<file path="src/rtl/multicycle_control_unit_if.sv">
// Bundles the fetch handshake, datapath selects, memory port and WB strobes of the control unit.
// master = control unit side, slave = fetch/datapath/memory side.
interface multicycle_control_unit_if #(
  parameter int OP_WIDTH = 4
);
  logic                instr_valid;
  logic                instr_ready;
  logic [OP_WIDTH-1:0] opcode;
  logic                alu_zero;
  logic                mem_ack;
  logic                mem_req;
  logic                mem_we;
  logic [OP_WIDTH-1:0] alu_op;
  logic                alu_src_type;
  logic                is_reg_write;
  logic                pc_en;
  logic                pc_src;
  logic                err;

  modport master (
    input  instr_valid, opcode, alu_zero, mem_ack,
    output instr_ready, mem_req, mem_we, alu_op, alu_src_type,
           is_reg_write, pc_en, pc_src, err
  );

  modport slave (
    output instr_valid, opcode, alu_zero, mem_ack,
    input  instr_ready, mem_req, mem_we, alu_op, alu_src_type,
           is_reg_write, pc_en, pc_src, err
  );
endinterface

</file>
<file path="src/rtl/multicycle_control_unit.sv">
// Multi-cycle FETCH/DECODE/EXEC/MEM/WB sequencer; 4 cycles per instruction, 4+wait for LOAD/STORE.
// Accepts an opcode only in FETCH; stalls in MEM until mem_ack or MEM_TIMEOUT cycles, then aborts.
module multicycle_control_unit #(
  parameter int OP_WIDTH    = 4,
  parameter int MEM_TIMEOUT = 15
) (
  input  logic clk,
  input  logic rst_n,
  multicycle_control_unit_if.master bus
);

  localparam int CNT_W = $clog2(MEM_TIMEOUT + 1);

  localparam logic [OP_WIDTH-1:0] OP_LOAD  = OP_WIDTH'(5);
  localparam logic [OP_WIDTH-1:0] OP_STORE = OP_WIDTH'(6);
  localparam logic [OP_WIDTH-1:0] OP_BEQ   = OP_WIDTH'(7);

  typedef enum logic [2:0] {
    S_FETCH,
    S_DECODE,
    S_EXEC,
    S_MEM,
    S_WB
  } state_t;

  state_t              state;
  logic [OP_WIDTH-1:0] op_q;
  logic                zero_q;
  logic [CNT_W-1:0]    tmo_cnt;

  function automatic logic legal(input logic [OP_WIDTH-1:0] op);
    return op < OP_WIDTH'(8);
  endfunction

  // Illegal opcodes run as a NOP with an all-ones ALU select.
  function automatic logic [OP_WIDTH-1:0] dec_alu_op(input logic [OP_WIDTH-1:0] op);
    if (!legal(op))
      return '1;
    else if (op < OP_WIDTH'(4))
      return op;
    else if (op == OP_BEQ)
      return OP_WIDTH'(1);
    else
      return '0;
  endfunction

  function automatic logic dec_src(input logic [OP_WIDTH-1:0] op);
    return (op >= OP_WIDTH'(4)) && (op <= OP_STORE);
  endfunction

  function automatic logic writes_reg(input logic [OP_WIDTH-1:0] op);
    return op <= OP_LOAD;
  endfunction

  always_ff @(posedge clk or negedge rst_n) begin
    if (!rst_n) begin
      state            <= S_FETCH;
      op_q             <= '0;
      zero_q           <= 1'b0;
      tmo_cnt          <= '0;
      bus.instr_ready  <= 1'b1;
      bus.mem_req      <= 1'b0;
      bus.mem_we       <= 1'b0;
      bus.alu_op       <= '0;
      bus.alu_src_type <= 1'b0;
      bus.is_reg_write <= 1'b0;
      bus.pc_en        <= 1'b0;
      bus.pc_src       <= 1'b0;
      bus.err          <= 1'b0;
    end else begin
      bus.err          <= 1'b0;
      bus.is_reg_write <= 1'b0;
      bus.pc_en        <= 1'b0;
      bus.pc_src       <= 1'b0;
      case (state)
        S_FETCH: begin
          if (bus.instr_valid) begin
            state            <= S_DECODE;
            op_q             <= bus.opcode;
            bus.instr_ready  <= 1'b0;
            bus.alu_op       <= dec_alu_op(bus.opcode);
            bus.alu_src_type <= dec_src(bus.opcode);
            bus.err          <= !legal(bus.opcode);
          end
        end
        S_DECODE: state <= S_EXEC;
        S_EXEC: begin
          zero_q <= bus.alu_zero;
          if (op_q == OP_LOAD || op_q == OP_STORE) begin
            state       <= S_MEM;
            tmo_cnt     <= '0;
            bus.mem_req <= 1'b1;
            bus.mem_we  <= (op_q == OP_STORE);
            bus.err     <= (MEM_TIMEOUT == 1);
          end else begin
            state            <= S_WB;
            bus.pc_en        <= 1'b1;
            bus.is_reg_write <= writes_reg(op_q);
            bus.pc_src       <= (op_q == OP_BEQ) && bus.alu_zero;
          end
        end
        S_MEM: begin
          // An ack in the final allowed cycle still completes the access normally.
          if (bus.mem_ack || (int'(tmo_cnt) + 1 == MEM_TIMEOUT)) begin
            state            <= S_WB;
            bus.mem_req      <= 1'b0;
            bus.mem_we       <= 1'b0;
            bus.pc_en        <= 1'b1;
            bus.is_reg_write <= bus.mem_ack && (op_q == OP_LOAD);
            bus.pc_src       <= (op_q == OP_BEQ) && zero_q;
          end else begin
            tmo_cnt <= tmo_cnt + 1'b1;
            bus.err <= (int'(tmo_cnt) + 2 == MEM_TIMEOUT);
          end
        end
        S_WB: begin
          state            <= S_FETCH;
          bus.instr_ready  <= 1'b1;
          bus.alu_op       <= '0;
          bus.alu_src_type <= 1'b0;
        end
        default: begin
          state            <= S_FETCH;
          bus.instr_ready  <= 1'b1;
          bus.mem_req      <= 1'b0;
          bus.mem_we       <= 1'b0;
          bus.alu_op       <= '0;
          bus.alu_src_type <= 1'b0;
        end
      endcase
    end
  end

endmodule

</file>
<file path="src/flat_wrapper.sv">
// flat-port wrapper written by rule: the top's interface ports become plain ports
module multicycle_control_unit_flat 
#(
  parameter int OP_WIDTH    = 4,
  parameter int MEM_TIMEOUT = 15
)
  (clk, rst_n, bus_instr_valid, bus_opcode, bus_alu_zero, bus_mem_ack, bus_instr_ready, bus_mem_req, bus_mem_we, bus_alu_op, bus_alu_src_type, bus_is_reg_write, bus_pc_en, bus_pc_src, bus_err);
  multicycle_control_unit_if #(.OP_WIDTH(OP_WIDTH)) bus_i ();
  input  logic clk;
  input  logic rst_n;
  input wire logic [$bits(bus_i.instr_valid)-1:0] bus_instr_valid;
  input wire logic [$bits(bus_i.opcode)-1:0] bus_opcode;
  input wire logic [$bits(bus_i.alu_zero)-1:0] bus_alu_zero;
  input wire logic [$bits(bus_i.mem_ack)-1:0] bus_mem_ack;
  output wire logic [$bits(bus_i.instr_ready)-1:0] bus_instr_ready;
  output wire logic [$bits(bus_i.mem_req)-1:0] bus_mem_req;
  output wire logic [$bits(bus_i.mem_we)-1:0] bus_mem_we;
  output wire logic [$bits(bus_i.alu_op)-1:0] bus_alu_op;
  output wire logic [$bits(bus_i.alu_src_type)-1:0] bus_alu_src_type;
  output wire logic [$bits(bus_i.is_reg_write)-1:0] bus_is_reg_write;
  output wire logic [$bits(bus_i.pc_en)-1:0] bus_pc_en;
  output wire logic [$bits(bus_i.pc_src)-1:0] bus_pc_src;
  output wire logic [$bits(bus_i.err)-1:0] bus_err;
  assign bus_i.instr_valid = bus_instr_valid;
  assign bus_i.opcode = bus_opcode;
  assign bus_i.alu_zero = bus_alu_zero;
  assign bus_i.mem_ack = bus_mem_ack;
  assign bus_instr_ready = bus_i.instr_ready;
  assign bus_mem_req = bus_i.mem_req;
  assign bus_mem_we = bus_i.mem_we;
  assign bus_alu_op = bus_i.alu_op;
  assign bus_alu_src_type = bus_i.alu_src_type;
  assign bus_is_reg_write = bus_i.is_reg_write;
  assign bus_pc_en = bus_i.pc_en;
  assign bus_pc_src = bus_i.pc_src;
  assign bus_err = bus_i.err;
  multicycle_control_unit #(.OP_WIDTH(OP_WIDTH), .MEM_TIMEOUT(MEM_TIMEOUT)) u_core (.clk(clk), .rst_n(rst_n), .bus(bus_i));
endmodule
</file>
<file path="config.mk">
export PLATFORM = sky130hd
export DESIGN_NAME = multicycle_control_unit_flat
export DESIGN_NICKNAME = d
export VERILOG_FILES = /design/src/rtl/multicycle_control_unit_if.sv /design/src/rtl/multicycle_control_unit.sv /design/src/flat_wrapper.sv
export SDC_FILE = /design/constraint.sdc
export NUM_CORES = 1
export LEC_CHECK = 0
export BUFFER_PORTS_ARGS = -buffer_cell sky130_fd_sc_hd__buf_4
export CAP_MARGIN = 10
export CORE_MARGIN = 3
export CORE_UTILIZATION = 35
export DETAILED_ROUTE_END_ITERATION = 16
export GPL_TIMING_DRIVEN = 0
export MAX_ROUTING_LAYER = met4
export PLACE_DENSITY_LB_ADDON = 0.15
export RECOVER_POWER = 50
export SETUP_SLACK_MARGIN = 0.5
export SKIP_LAST_GASP = 1
export SLEW_MARGIN = 20
export SYNTH_ARGS = -nofsm -noshare
export SYNTH_HDL_FRONTEND = slang
export SYNTH_SLANG_ARGS = --single-unit
</file>
<file path="constraint.sdc">
create_clock -name clk -period 2.29 [get_ports clk]
set_clock_uncertainty 0.1 [all_clocks]
set_input_delay 0.3435 -clock clk [delete_from_list [all_inputs] [get_ports clk]]
set_output_delay 0.3435 -clock clk [all_outputs]
set_load 0.01 [all_outputs]
</file>
---- After elaboration in Yosys (flattened, before gate mapping) ----
Index checks and enable logic that the tools add are counted.
cells by class
  add/sub/neg operators ................... 3
  $lt $le $gt $ge ......................... 5
  eq/ne operators ......................... 14
  multiplexer cells ....................... 33
  bitwise gates (word level) .............. 2
  reduce and logical (&&, ||, !) cells .... 16
operators with widths
  operator               number
  $eq A32 B5 Y1 const B  2
  $mux W4                5
  $eq A4 B3 Y1 const B   4
  $pmux W4 S2            2
  $mux W1                14
  $pmux W1 S2            6
  $pmux W3 S4            1
  $mux W3                3
  $le A4 B3 Y1 const B   2
  $eq A3 B2 Y1 const B   2
  $pmux W1 S3            2
  $reduce_and A2 Y1      3
  $reduce_and A3 Y1      2
  $reduce_or A3 Y1       2
  $add A4 B1 Y5 const B  1
  $add A4 B2 Y5 const B  1
  $add A4 B1 Y4 const B  1
  $ge A4 B3 Y1 const B   1
  $logic_and A1 B1 Y1    4
  $lt A4 B3 Y1 const B   1
  $lt A4 B4 Y1 const B   1
  $ne A2 B1 Y1 const B   2
  $ne A2 B2 Y1 const B   2
  $eq A3 B1 Y1 const B   1
  6 further kinds        8
storage, ports and cells
  bits in registers ....................... 24
  bits of input ports ..................... 9
  output and inout bits ................... 12
  logic and storage cells ................. 86

---- Logic depth before layout (Yosys ltp) ----
Gate-level depths: netlist of the first run.
  word-level depth ........................ 6
  gate-level depth with buffers ........... 6
  depth with buffers taken out ............ 6

---- Worst setup path before layout of the first run ----
OpenSTA, ideal clock, no wires.
  kind .................................... register to register
  start point ............................. register u_core.tmo_cnt[1]
  end point ............................... register u_core.tmo_cnt[3]
  arrival time ............................ 1,449 ps
  slack ................................... 619 ps
  cell stages (with the launch flop) ...... 6
  buffers on the path ..................... 0
  clock period less this slack ............ 1,671 ps
  cell sequence ........................... dfrtp_1 > ha_1 > a21bo_2 > a211oi_2 > nor2_1 > a32o_1
between the ends
  longest elaborated chain between the ends .. 5
  elaborated cells on any way between the ends .. 8
  those cells by class .................... add/sub (2); eq/ne (2); mux (2); reduce/logical (2)
RTL lines
  what                                line                            source
  start: declaration                  multicycle_control_unit.sv:29   logic [CNT_W-1:0] tmo_cnt;
  start signal: assignment            multicycle_control_unit.sv:112  tmo_cnt <= tmo_cnt + 1'b1;
  $add A4 B1 Y5                       multicycle_control_unit.sv:104  if (bus.mem_ack || (int'(tmo_cnt) + 1 == MEM_TIMEOUT)) begin
  $eq A32 B5 Y1                       multicycle_control_unit.sv:104
  $logic_or A1 B1 Y1                  multicycle_control_unit.sv:104
  $ne A2 B2 Y1 (no source line)       -
  $reduce_and A3 Y1 (no source line)  -
Several ways; a longest one is shown, not always the timed one. The select of a mux whose other input is x is not followed.
A chain may end at the register's enable or synchronous reset.

---- Worst setup path in the final report of the first run ----
Ends and elaborated chain as after synthesis.

==> flow_summary.ini, run 1 <==
[synth]
number_of_flip_flops_and_latches_in_the_synthesized_netlist = 24
ys_dominant_reg_cell = sky130_fd_sc_hd__dfrtp_1
mappedNetlistNets = 135
synth_area_um2 = 1260
synth_warnings = 0
async_reset_ff_frac = 1.00
netlist_instances = 122
sequential_to_total_area_share_from_yosys_stat = 0.476
netlist-cell-type-count = 43
number_of_synthesized_flops_with_an_enable_pin = 0
syn_avg_cell_area_um2 = 10.4

[critical_path]
setup.reg_to_reg.worst_slack_ps = 580
r2r_end = u_core.tmo_cnt[3]
setup.worst_path.end_class = register
cp_max_fo = 5
rr_worst_depth = 5
start_kind = register
regToRegStartpoint = u_core.tmo_cnt[1]
crit_arrival_ps = 1830
worst-setup-path-type = reg -> reg
timing.critical_path.required_ps = 2410

[clock_tree]
clkLatencyLatePin_ps = 320
clkSlewWorstSetupHoldPaths_ps = 140
cts.htree.levels = 1
ctsRootBufferMaster = sky130_fd_sc_hd__clkbuf_4
cts-buffers-inserted = 3
cts_tree = built
max-clock-path-buffers = 2
clkSinkCount = 24

[timing]
grt_setup_unrepaired = no
period_needed_ps = 1710
timing.final.setup_violations = 0
slew_violations = 0
finalSetupTns_ps = 0
post-route-period-util = 0.747
slew-limit-headroom = 0.678
timing_hold_violations_final = 0
worst-slew-pin-transition_ps = 482
tightest_hold_margin_ps = 162
timing.fmax_mhz = 585

[run_status]
run_status = finished, final reports clean

[power]
worst_ir_drop_vdd_uv = 566
share_seq_of_total_power = 0.395
netSwitchingPower_mw = 0.803
p_leak_nw = 0.701
switching_share = 0.406
post-layout-total-power_mw = 1.98
share_clk_of_total_power = 0.117
p_int_mw = 1.17
power.combinational.fraction = 0.488
p_per_area_nw_per_um2 = 1250

[final_layout]
final_layout_size_suffix_gt1_frac = 0.303
finish.net_count = 166
fin_cells = 198
antennaDiodeCount = 0
final_core_utilization = 0.463
area_added_between_synthesis_and_finish_pct = 25.0
nFillCells = 338

[min_path]
holdCritPathClass = in -> reg
holdCritStartpoint = bus_alu_zero
hold_depth = 2
worst_hold_path.endpoint = u_core.zero_q

[placement]
post-place-cells = 188
hpwl_um = 1920
final_weighted_congestion_in_routability_driven_placement = 0.783
placement.io_buffers = 20

[routing]
wl_um = 2740
drcViolationCount = 0
drt-vias-per-instance = 5.13
via_count = 1016
detail-route-antenna-nets = 0
first_pass_iters = 4
detailedRoute.firstIterationViolations = 56
drt-wirelength-per-cell_um = 13.8

[global_routing]
global_route_wire_length_before_repair_um = 4490
grt_start_max_net_pins = 25
global_route.usage.total = 0.137
first_global_vias = 945
grt_antenna_before_repair = 0
grt_remaining_overflow = 0

[floorplan]
floorplan.io_pins = 21
num_rows = 21
horiz_die_dim_um = 66.1
floorplan.core_area_um2 = 3420
design.die.area_um2 = 4370
start_util = 0.370
die_h_um = 66.1

[flow_run]
cap_violations = 0
routing by layer:
| metal | GRT usage | wire length (um) |
|---|---|---|
| met2 | 0.207 | 1280 |
| met1 | 0.190 | 1340 |
| met5 | - | 0 |
| met3 | 0.0221 | 94 |
| met4 | 0.0381 | 20 |
layout make-up:
cell class | instances | area (um^2) | area share
repair buffers | 26 | 179 | 0.113
flip-flops and latches | 24 | 606 | 0.383
multi-input cells | 88 | 654 | 0.414
plain buffers | 4 | 25.0 | 0.0158
inverters | 6 | 22.5 | 0.0143
clock buffers | 4 | 36.3 | 0.0230
well taps | 46 | 57.6 | 0.0364
cells in the final DEF (no fill, tap or decap), drive strengths merged, types with 2 or more instances in the layout:
cell type	synthesis	routed
nor2b	3	3
buf	3	22
inv	6	6
o21ai	8	8
a31oi	3	3
nor2	10	10
dfrtp	23	23
nand2b	4	4
a211oi	2	2
nand4	2	2
a2bb2oi	2	2
mux2	5	5
a21oi	8	8
nor3	3	3
clkbuf	1	11
nand3	3	3
nand2	10	10
ha	4	4
mux2i	2	2
critical path, stage by stage, from the launching register on:
cell                       delay [ps]
sky130_fd_sc_hd__dfrtp_2          460
sky130_fd_sc_hd__ha_2             210
sky130_fd_sc_hd__a21bo_2          250
sky130_fd_sc_hd__a211oi_4         260
sky130_fd_sc_hd__nor2_1           110
sky130_fd_sc_hd__a32o_1           220
what timing repair did:
action | in CTS | in global routing
setup buffers | 0 | 5
resized for setup | 3 | 9
setup endpoints to repair | 6 | 9
pin swaps | 0 | 2
hold endpoints to repair | 23 | 0
hold buffers | 1 | 0
worst max-delay path by stage:
| stage | from | endpoint | slack, ps | cells after the start |
|---|---|---|---|---|
| 3_5_place_dp | u_core.tmo_cnt[1] | u_core.tmo_cnt[3] | 440 | 5 |
| 6_report | u_core.tmo_cnt[1] | u_core.tmo_cnt[3] | 580 | 5 |
| 2_1_floorplan | u_core.tmo_cnt[1] | u_core.tmo_cnt[3] | 620 | 5 |
| 5_1_grt | u_core.tmo_cnt[1] | u_core.tmo_cnt[1] | 500 | 5 |
| 3_3_place_gp | u_core.tmo_cnt[1] | u_core.tmo_cnt[3] | 450 | 5 |
| 4_1_cts | u_core.tmo_cnt[1] | u_core.tmo_cnt[3] | 480 | 5 |
cell usage after synthesis (all sizes together), types with 2 or more instances:
cell     instances  area share
a211oi           2       0.016
a21oi            8       0.032
a2bb2oi          2       0.014
a31oi            3       0.015
buf              3       0.017
dfrtp           23        0.46
ha               4       0.040
inv              6       0.018
mux2             5       0.045
mux2i            2       0.016
nand2           10       0.030
nand2b           4       0.020
nand3            3       0.012
nand4            2      0.0099
nor2            10       0.038
nor2b            3       0.015
nor3             3       0.012
o21ai            8       0.032
through the flow:
stage,area [um^2],worst slack (ps)
2_1_floorplan,1260,619
3_5_place_dp,1470,444
4_1_cts,1540,478
3_3_place_gp,1470,450
6_report,1580,579
5_1_grt,1580,505
power groups by stage:
| stage | registers [mW] | logic, mW | clock network (mW) |
|---|---|---|---|
| finish | 0.780 | 0.964 | 0.232 |
| global route | 0.809 | 1.08 | 0.256 |
| CTS | 0.777 | 0.914 | 0.241 |
| detailed placement | 0.784 | 0.877 | 0 |
| global placement | 0.778 | 0.860 | 0 |
| floorplan | 0.783 | 0.584 | 0 |
sequential cells by signal, indices dropped and copies added (netlist names):
register / cells
u_core.bus.pc_src: 1
u_core.bus.alu_src_type: 1
u_core.bus.alu_op: 4
u_core.bus.pc_en: 1
u_core.bus.is_reg_write: 1
u_core.bus.err: 1
u_core.bus.mem_req: 1
u_core.tmo_cnt: 4
u_core.bus.instr_ready: 1
u_core.op_q: 4
u_core.state: 3
u_core.zero_q: 1
u_core.bus.mem_we: 1
kinds of logic after synthesis:
| logic type | after synthesis | synth area share |
|---|---|---|
| xor+xnor | 2 | 0.0139 |
| flops | 24 | 0.476 |
| mux | 7 | 0.0604 |
| buf+inv | 10 | 0.0376 |
| fa+ha+maj | 5 | 0.0475 |
| simple gates | 40 | 0.166 |
| compound gates | 34 | 0.198 |
No activity file was read; power rests on OpenSTA's default activity.
==> run 2: changes to the inputs <==
clock period = 1.7 ns   (was 2.29 ns; I/O delays follow)
==> run 2 against run 1 <==
First-iteration DRC count fell by 61%. Hold slack got worse by 94 ps. Clock power is 75% higher. Non-clock buffer count up 17. Critical path depth unchanged. Sequential power increased by 41%.
==> flow_summary.ini, run 2 (synthesis gave the netlist of run 1 again) <==
[run_status]
run_status = finished, final reports clean

[power]
switching_share = 0.379
power.combinational.fraction = 0.575
p_int_mw = 2.20
share_clk_of_total_power = 0.115
post-layout-total-power_mw = 3.54
worst_ir_drop_vdd_uv = 880
share_seq_of_total_power = 0.311
p_per_area_nw_per_um2 = 1800
p_leak_nw = 0.861
netSwitchingPower_mw = 1.34

[timing]
worst-slew-pin-transition_ps = 609
period_needed_ps = 1640
timing.fmax_mhz = 612
slew_violations = 0
grt_setup_unrepaired = yes
timing.final.setup_violations = 0
post-route-period-util = 0.962
slew-limit-headroom = 0.594
timing_hold_violations_final = 0

[clock_tree]
clkLatencyLatePin_ps = 310
clkSlewWorstSetupHoldPaths_ps = 130
clkSinkCount = 24
ctsRootBufferMaster = sky130_fd_sc_hd__clkbuf_4
cts_tree = built
max-clock-path-buffers = 2
cts-buffers-inserted = 3
cts.htree.levels = 1

[final_layout]
antennaDiodeCount = 0
nFillCells = 303
area_added_between_synthesis_and_finish_pct = 55.7
layout.cells.most_common_list = 20 x sky130_fd_sc_hd__dfrtp_1, 19 x sky130_fd_sc_hd__buf_4, 17 x sky130_fd_sc_hd__buf_6
final_core_utilization = 0.576
leading_cell_type_in_the_layout_fill_and_taps_excluded = sky130_fd_sc_hd__dfrtp_1
largest_registers = u_core.bus.alu_op: 4 flops, u_core.op_q: 4 flops, u_core.tmo_cnt: 4 flops
seqCellArea_um2 = 606
multiInputGateArea_um2 = 807
finish.net_count = 183
fin_cells = 215
final_layout_size_suffix_gt1_frac = 0.503

[floorplan]
floorplan.core_area_um2 = 3420
floorplan.io_pins = 21
design.die.area_um2 = 4370
num_rows = 21
horiz_die_dim_um = 66.1
die_h_um = 66.1
start_util = 0.370

[critical_path]
cp-endpoint = u_core.tmo_cnt[0]
r2r_end = u_core.tmo_cnt[0]
start_kind = register
cp_max_fo = 6
timing.critical_path.required_ps = 1850
regToRegStartpoint = u_core.tmo_cnt[0]
crit_arrival_ps = 1780
setup.reg_to_reg.worst_slack_ps = 60
worst_setup_path_startpoint = u_core.tmo_cnt[0]
worst-setup-path-type = reg -> reg
rr_worst_depth = 5
setup.worst_path.end_class = register

[placement]
placement.io_buffers = 20
final_weighted_congestion_in_routability_driven_placement = 0.793
hpwl_um = 1990
post-place-cells = 188

[global_routing]
grt_start_max_net_pins = 25
grt_remaining_overflow = 0
grt_antenna_before_repair = 0
first_global_vias = 1083
global_route_wire_length_before_repair_um = 5080
global_route.usage.total = 0.155

[min_path]
holdCritPathClass = in -> reg

[routing]
detail-route-antenna-nets = 0
detailedRoute.firstIterationViolations = 22
drcViolationCount = 0
wl_um = 3020
drt-vias-per-instance = 5.03
first_pass_iters = 4
drt-wirelength-per-cell_um = 14.0
via_count = 1081

[flow_run]
cap_violations = 0
## run 2: through the flow
step           setup TNS (ps)  area [um^2]  hold slack, ps  setup WS, ps
2_1_floorplan               0         1310            -141          85.9
3_3_place_gp            -95.3         1520            71.8         -79.2
3_5_place_dp             -208         1520            68.3          -101
4_1_cts                     0         1830            60.4          48.5
5_1_grt                 -3.71         1970            53.2         -3.71
6_report                    0         1970            68.1          65.0
## run 2: cell type report
cell class                      count  share of cell area
Clock inverter                      1              0.0153
Inverter                            6              0.0114
Tap cell                           46              0.0292
Clock buffer                        3              0.0114
Multi-Input combinational cell     88               0.410
Sequential cell                    24               0.308
Buffer                              4              0.0210
Timing Repair Buffer               43               0.194
## run 2: worst max-delay path, stage by stage, from the launching register on
cell and delay, ps:
sky130_fd_sc_hd__dfrtp_2 450, sky130_fd_sc_hd__ha_2 220, sky130_fd_sc_hd__xnor2_2 160, sky130_fd_sc_hd__a211o_1 330
sky130_fd_sc_hd__nand2_4 120, sky130_fd_sc_hd__mux2i_1 190
## run 2: metal layers
metal,part of all wire,GRT usage,up-vias
li1,-,-,532
met1,0.45,0.203,514
met2,0.49,0.234,29
met3,0.044,0.0289,6
met4,0.016,0.0685,0
met5,0,-,-
## run 2: worst min-delay path by stage
stage | endpoint | cells past startpoint | from | slack (ps)
finish | u_core.op_q[2] | 2 | bus_opcode[2] | 70
global route | u_core.op_q[2] | 2 | bus_opcode[2] | 50
CTS | u_core.op_q[2] | 2 | bus_opcode[2] | 60
detailed placement | u_core.op_q[2] | 1 | rst_n | 70
global placement | u_core.op_q[2] | 1 | rst_n | 70
floorplan | u_core.bus.alu_op[0] | 0 | rst_n | -140
## run 2: power groups by stage
| stage | clock (mW) | sequential [mW] | combinational (mW) |
|---|---|---|---|
| after floorplan | 0 | 1.06 | 0.886 |
| final | 0.406 | 1.10 | 2.04 |
| after global routing | 0.450 | 1.14 | 2.22 |
| after global placement | 0 | 1.06 | 1.27 |
| after CTS | 0.417 | 1.06 | 1.76 |
| after detailed placement | 0 | 1.07 | 1.28 |
## run 2: timing repair
| action | CTS | global route |
|---|---|---|
| resized for setup | 32 | 29 |
| hold buffers | 1 | 0 |
| buffers inserted | 14 | 7 |
| cloned | 1 | 0 |
| pin swaps | 11 | 17 |
| endpoints found under the hold margin | 24 | 0 |
| endpoints found under the setup margin | 33 | 36 |
